==> src/rtl/mux_sel_arbiter_pkg.sv <==
// Shared types and constants for the pd3 mux-select arbiter.
// State encoding, requester count and default hold limit.
package mux_sel_arbiter_pkg;

  localparam int NUM_REQ = 4;
  localparam int MAX_HOLD_DEF = 16;

  typedef enum logic {
    ST_IDLE  = 1'b0,
    ST_GRANT = 1'b1
  } state_e;

  function automatic logic [NUM_REQ-1:0] onehot4(
    input logic [1:0] idx
  );
    return 4'b0001 << idx;
  endfunction

endpackage

==> src/rtl/mux_sel_arbiter_if.sv <==
// Request/grant bundle between requesters and the arbiter.
// master = requesting side, slave = arbiter side.
interface mux_sel_arbiter_if;

  logic [3:0] w_req_4;
  logic [3:0] w_done_4;
  logic [3:0] w_grant_4;
  logic [1:0] w_sel_2;
  logic       w_busy_1;
  logic       w_timeout_1;

  modport master (
    output w_req_4,
    output w_done_4,
    input  w_grant_4,
    input  w_sel_2,
    input  w_busy_1,
    input  w_timeout_1
  );

  modport slave (
    input  w_req_4,
    input  w_done_4,
    output w_grant_4,
    output w_sel_2,
    output w_busy_1,
    output w_timeout_1
  );

endinterface

==> src/rtl/mux_sel_arbiter_rr_pick_4.sv <==
// Rotating-priority picker: first set request after ptr.
// Search order ptr+1, ptr+2, ptr+3, ptr (mod 4).
module rr_pick_4 (
  input  logic [3:0] req_i,
  input  logic [1:0] ptr_i,
  output logic       found_o,
  output logic [1:0] idx_o
);

  logic [1:0] cand;

  // Walk from lowest priority up so the highest priority wins
  always_comb begin
    found_o = 1'b0;
    idx_o   = 2'd0;
    cand    = 2'd0;
    for (int k = 4; k >= 1; k--) begin
      cand = ptr_i + 2'(k);
      if (req_i[cand]) begin
        found_o = 1'b1;
        idx_o   = cand;
      end
    end
  end

endmodule

==> src/rtl/mux_sel_arbiter.sv <==
// Round-robin owner of the shared pd3 4:1 mux and its port.
// Optional hold watchdog: define MUX_ARB_WATCHDOG_EN.
module mux_sel_arbiter
  import mux_sel_arbiter_pkg::*;
#(
  parameter int MAX_HOLD = MAX_HOLD_DEF,
  parameter int CNT_W    = 8
) (
  input  logic             w_clock,
  input  logic             w_reset_n,
  mux_sel_arbiter_if.slave bus
);

  if (MAX_HOLD < 2 || MAX_HOLD > 255 ||
      (2 ** CNT_W) <= MAX_HOLD) begin : g_bad
    $error("mux_sel_arbiter: bad MAX_HOLD/CNT_W");
  end

  state_e     state_q, state_d;
  logic [1:0] ptr_q, ptr_d;
  logic [1:0] sel_q, sel_d;
  logic [3:0] grant_q, grant_d;
  logic       timeout_q, timeout_d;

  logic       found;
  logic [1:0] idx;
  logic       own_rel;
  logic       wd_rel;

  rr_pick_4 u_pick (
    .req_i   (bus.w_req_4),
    .ptr_i   (ptr_q),
    .found_o (found),
    .idx_o   (idx)
  );

  assign own_rel = bus.w_done_4[sel_q] |
                   ~bus.w_req_4[sel_q];

`ifdef MUX_ARB_WATCHDOG_EN
  logic [CNT_W-1:0] cnt_q, cnt_d;

  assign wd_rel = ~own_rel &
                  (cnt_q == CNT_W'(MAX_HOLD - 1));

  // Hold counter: cleared on grant, saturating count
  always_comb begin
    cnt_d = cnt_q;
    if (state_q == ST_IDLE) begin
      if (found) cnt_d = '0;
    end else if (cnt_q != '1) begin
      cnt_d = cnt_q + 1'b1;
    end
  end

  // Hold counter register
  always_ff @(posedge w_clock or negedge w_reset_n) begin
    if (!w_reset_n) cnt_q <= '0;
    else            cnt_q <= cnt_d;
  end
`else
  assign wd_rel = 1'b0;
`endif

  // Next state: arbitrate in IDLE, watch for release in GRANT
  always_comb begin
    state_d   = state_q;
    ptr_d     = ptr_q;
    sel_d     = sel_q;
    grant_d   = grant_q;
    timeout_d = 1'b0;
    unique case (1'b1)
      (state_q == ST_IDLE): begin
        if (found) begin
          state_d = ST_GRANT;
          grant_d = onehot4(idx);
          sel_d   = idx;
          ptr_d   = idx;
        end
      end
      (state_q == ST_GRANT): begin
        if (own_rel | wd_rel) begin
          state_d   = ST_IDLE;
          grant_d   = '0;
          timeout_d = wd_rel;
        end
      end
      default: ;
    endcase
  end

  // State, pointer and registered outputs
  always_ff @(posedge w_clock or negedge w_reset_n) begin
    if (!w_reset_n) begin
      state_q   <= ST_IDLE;
      ptr_q     <= 2'd3;
      sel_q     <= 2'd0;
      grant_q   <= '0;
      timeout_q <= 1'b0;
    end else begin
      state_q   <= state_d;
      ptr_q     <= ptr_d;
      sel_q     <= sel_d;
      grant_q   <= grant_d;
      timeout_q <= timeout_d;
    end
  end

  assign bus.w_grant_4   = grant_q;
  assign bus.w_sel_2     = sel_q;
  assign bus.w_busy_1    = (state_q == ST_GRANT);
  assign bus.w_timeout_1 = timeout_q;

endmodule

==> src/flat_wrapper.sv <==
// flat-port wrapper written by rule: the top's interface ports become plain ports
module mux_sel_arbiter_flat import mux_sel_arbiter_pkg::*;
#(
  parameter int MAX_HOLD = MAX_HOLD_DEF,
  parameter int CNT_W    = 8
)
  (w_clock, w_reset_n, bus_w_req_4, bus_w_done_4, bus_w_grant_4, bus_w_sel_2, bus_w_busy_1, bus_w_timeout_1);
  mux_sel_arbiter_if bus_i ();
  input  logic w_clock;
  input  logic w_reset_n;
  input wire logic [$bits(bus_i.w_req_4)-1:0] bus_w_req_4;
  input wire logic [$bits(bus_i.w_done_4)-1:0] bus_w_done_4;
  output wire logic [$bits(bus_i.w_grant_4)-1:0] bus_w_grant_4;
  output wire logic [$bits(bus_i.w_sel_2)-1:0] bus_w_sel_2;
  output wire logic [$bits(bus_i.w_busy_1)-1:0] bus_w_busy_1;
  output wire logic [$bits(bus_i.w_timeout_1)-1:0] bus_w_timeout_1;
  assign bus_i.w_req_4 = bus_w_req_4;
  assign bus_i.w_done_4 = bus_w_done_4;
  assign bus_w_grant_4 = bus_i.w_grant_4;
  assign bus_w_sel_2 = bus_i.w_sel_2;
  assign bus_w_busy_1 = bus_i.w_busy_1;
  assign bus_w_timeout_1 = bus_i.w_timeout_1;
  mux_sel_arbiter #(.MAX_HOLD(MAX_HOLD), .CNT_W(CNT_W)) u_core (.w_clock(w_clock), .w_reset_n(w_reset_n), .bus(bus_i));
endmodule
==> config.mk <==
export PLATFORM = sky130hd
export DESIGN_NAME = mux_sel_arbiter_flat
export DESIGN_NICKNAME = d
export VERILOG_FILES = /design/src/rtl/mux_sel_arbiter_pkg.sv /design/src/rtl/mux_sel_arbiter_if.sv /design/src/rtl/mux_sel_arbiter_rr_pick_4.sv /design/src/rtl/mux_sel_arbiter.sv /design/src/flat_wrapper.sv
export SDC_FILE = /design/constraint.sdc
export NUM_CORES = 1
export LEC_CHECK = 0
export CAP_MARGIN = 20
export CORE_AREA = 2 2 49 51
export CTS_BUF_LIST = sky130_fd_sc_hd__clkbuf_16
export CTS_CLUSTER_DIAMETER = 40
export CTS_CLUSTER_SIZE = 24
export DETAILED_ROUTE_END_ITERATION = 16
export DIE_AREA = 0 0 51 53
export HOLD_SLACK_MARGIN = 0.02
export SLEW_MARGIN = 5
export SYNTH_ARGS = -nofsm -noshare
export SYNTH_HDL_FRONTEND = slang
export SYNTH_SLANG_ARGS = --single-unit
==> constraint.sdc <==
create_clock -name w_clock -period 1.35 [get_ports w_clock]
set_input_delay 0.405 -clock w_clock [delete_from_list [all_inputs] [get_ports w_clock]]
set_output_delay 0.405 -clock w_clock [all_outputs]
set_load 0.1 [all_outputs]
==> results.cfg <==
[outcome]
status = complete, but fails checks
failing_checks = setup timing

[clocking]
clock_latency_ns = 0.23
tritoncts = done
cts-buffers-inserted = 3
ctsLongestPathBuffers = 2
clockRootBuffer = clkbuf_16
htree_levels = 1
clk_pin_slew_ns = 0.04
numClockSinks = 9

[logic_synthesis]
synth.area.top_cells = dfrtp_1, dfstp_2, a21o_1, a32o_2, mux2i_1
synth_area_per_cell_um2 = 10.1
number_of_enable_flip_flop_cells_after_synthesis = 0
synth.yosys.seq_area_share_pct = 44.1
synth_top_cells_by_count = dfrtp_1, nand2_1, nor2_1
yosys.cell_types.count = 26
synth.ff_latch_count = 9
synth_most_common_cell = dfrtp_1
synth_ff_type = dfrtp_1
synthesis.instances = 51
yosysTopAreaCell = dfrtp_1
synth_fp_nets = 61
synthesis.area_um2 = 517
postSynth.asyncResetShare_pct = 100
netlist.area_leader.share_pct = 33.9
ys_warn_count = 0

[sta]
timing.final.crit_period_ns = 1.44
finalMaxSlewViolations = 0
final_hold_viol_count = 0
timing.final.crit_share_pct = 107
max_freq_ghz = 0.694
total_setup_violations_reported_at_the_end_of_the_flow = 8
post_route_setup_slack_ns = -0.0915
final.setup_skew_ns = 0.00196
unrepaired_setup_endpoints_after_global_routing = true

[die]
initial_utilization_pct = 24.1
die_area_um2 = 2700
die_w_um = 51
core-area_um2 = 2150
dieHeight_um = 53
row_count = 17
number_of_placed_i_o_pins = 18

[final_layout]
finish.net_count = 87
areaGrowthSynthToFinish_pct = 85.7
final_cell_count_no_fill = 104
n_fill_cell = 207
antenna_cells = 0
proportion_of_layout_cells_with_a_drive_suffix_above_1_pct = 46.1

[setup_path]
timing.critical_path.fanout_max = 2
worst_setup_path_end_kind = flip-flop
crit_path_slowest_cell = dfstp_2
crit_arrival_ns = 1.56
worst-endpoint-required_ns = 1.47
path_class = flip-flop to flip-flop
worstSetupStartpointType = flip-flop
critPathMaxStageDelay_ns = 0.52
worstPathCellList = and3b_2 > o31a_1 > a32o_2

[grt]
wire_length_of_the_first_global_routing_pass_um = 2240
grt_start_max_net_pins = 10
first_global_vias = 487
grt-ovfl-total = 0
antenna_found_initial = 0
grt.total_usage_pct = 11.9

[placement]
post_detailed_placement_half_perimeter_wirelength_um = 993
placed_cells = 99
total_of_buffers_placed_on_input_and_output_ports = 16
gp_congestion = 0.741

[drt]
drtAntennaViolNets = 0
drt-vias-per-instance = 4.82
vias = 501
drt_first_iter_violations = 4
drt-wirelength-per-cell_um = 13.7
route.final.wire_length_um = 1430
drtPass1Iterations = 3
drc = 0

[min_path]
min_path_type = primary input to async pin

[job]
cap_violations = 0
==> final cells by class <==
type                    count  area [µm²]  area share [%]
well taps                  28        35.0            3.65
clock buffers               3        75.1            7.82
flip-flops and latches      9         236            24.6
repair buffers             22         274            28.6
multi-input cells          38         324            33.8
inverters                   3        11.3            1.17
clock inverters             1        3.75           0.391
==> worst max-delay path: cells and delay by family (launching register included) <==
family / cells / cell delay, ns
DFF: 1 / 0.52
and+or+nand+nor: 1 / 0.22
AOI/OAI and AO/OA: 2 / 0.59
==> registers in the layout, indices dropped and copies added (netlist names) <==
register and cells:
u_core.bus.w_grant_4 4, u_core.bus.w_sel_2 2, u_core.ptr_q 2, u_core.bus.w_busy_1 1
==> cells in the final DEF, fill, tap and decap left out, types with 3 or more instances in the layout <==
master and count:
dfrtp_1 4, clkbuf_16 3, a21oi_1 3, nand2_1 4
buf_12 7, buf_4 5, a21o_1 3, clkdlybuf4s50_1 5
inv_1 4
==> final timing paths <==
check | startpoint | to | slack (ns) | depth (start not counted)
worst max-delay path | u_core.ptr_q[0] | u_core.bus.w_grant_4[2] | -0.09 | 3
worst min-delay path | w_reset_n | u_core.bus.w_grant_4[3] | 0.46 | 1
worst max register to register | u_core.ptr_q[0] | u_core.bus.w_grant_4[2] | -0.09 | 3
worst min register to register | u_core.bus.w_grant_4[2] | u_core.bus.w_grant_4[2] | 0.55 | 1
max in group asynchronous | w_reset_n | u_core.ptr_q[1] | 0.57 | 1
min in group w_clock | u_core.bus.w_grant_4[2] | u_core.bus.w_grant_4[2] | 0.55 | 1
==> stage by stage <==
stage	cell area [µm²]	hold WS [ns]	setup TNS [ns]	worst slack, ns	util, %
floorplan	531	0.109	-0.148	-0.0418	-
global route	960	0.493	-1.02	-0.167	44.7
CTS	938	0.474	-0.548	-0.102	43.7
global placement	826	0.546	-4.72	-0.586	38.4
detailed placement	826	0.548	-5.17	-0.646	38.4
finish	960	0.463	-0.388	-0.0915	44.7
==> kinds of logic after synthesis <==
| group | count (synthesis) | share of synthesized area (%) |
|---|---|---|
| AND/OR/NAND/NOR | 17 | 17.9 |
| flip-flops | 9 | 44.1 |
| multiplexers | 2 | 3.87 |
| buffers and inverters | 4 | 3.63 |
| AO/OA/AOI/OAI | 18 | 29.8 |
| other | 1 | 0.726 |
==> layer usage <==
layer / track usage (%) / share of wire [%]
met1: 12.1 / 39
met2: 19.5 / 50
met3: 5.37 / 9.3
met4: 8.11 / 1.3
met5: 0 / 0
==> timing repair <==
| item | CTS | global route |
|---|---|---|
| setup buffers | 1 | 0 |
| resized for setup | 12 | 7 |
| hold buffers | 0 | 0 |
| endpoints found under the setup margin | 9 | 8 |
| endpoints found under the hold margin | 0 | 0 |
| pin swaps | 8 | 7 |
Power is not shown: default switching activity piles up to over one toggle a cycle in this logic, so the estimate is an artifact.
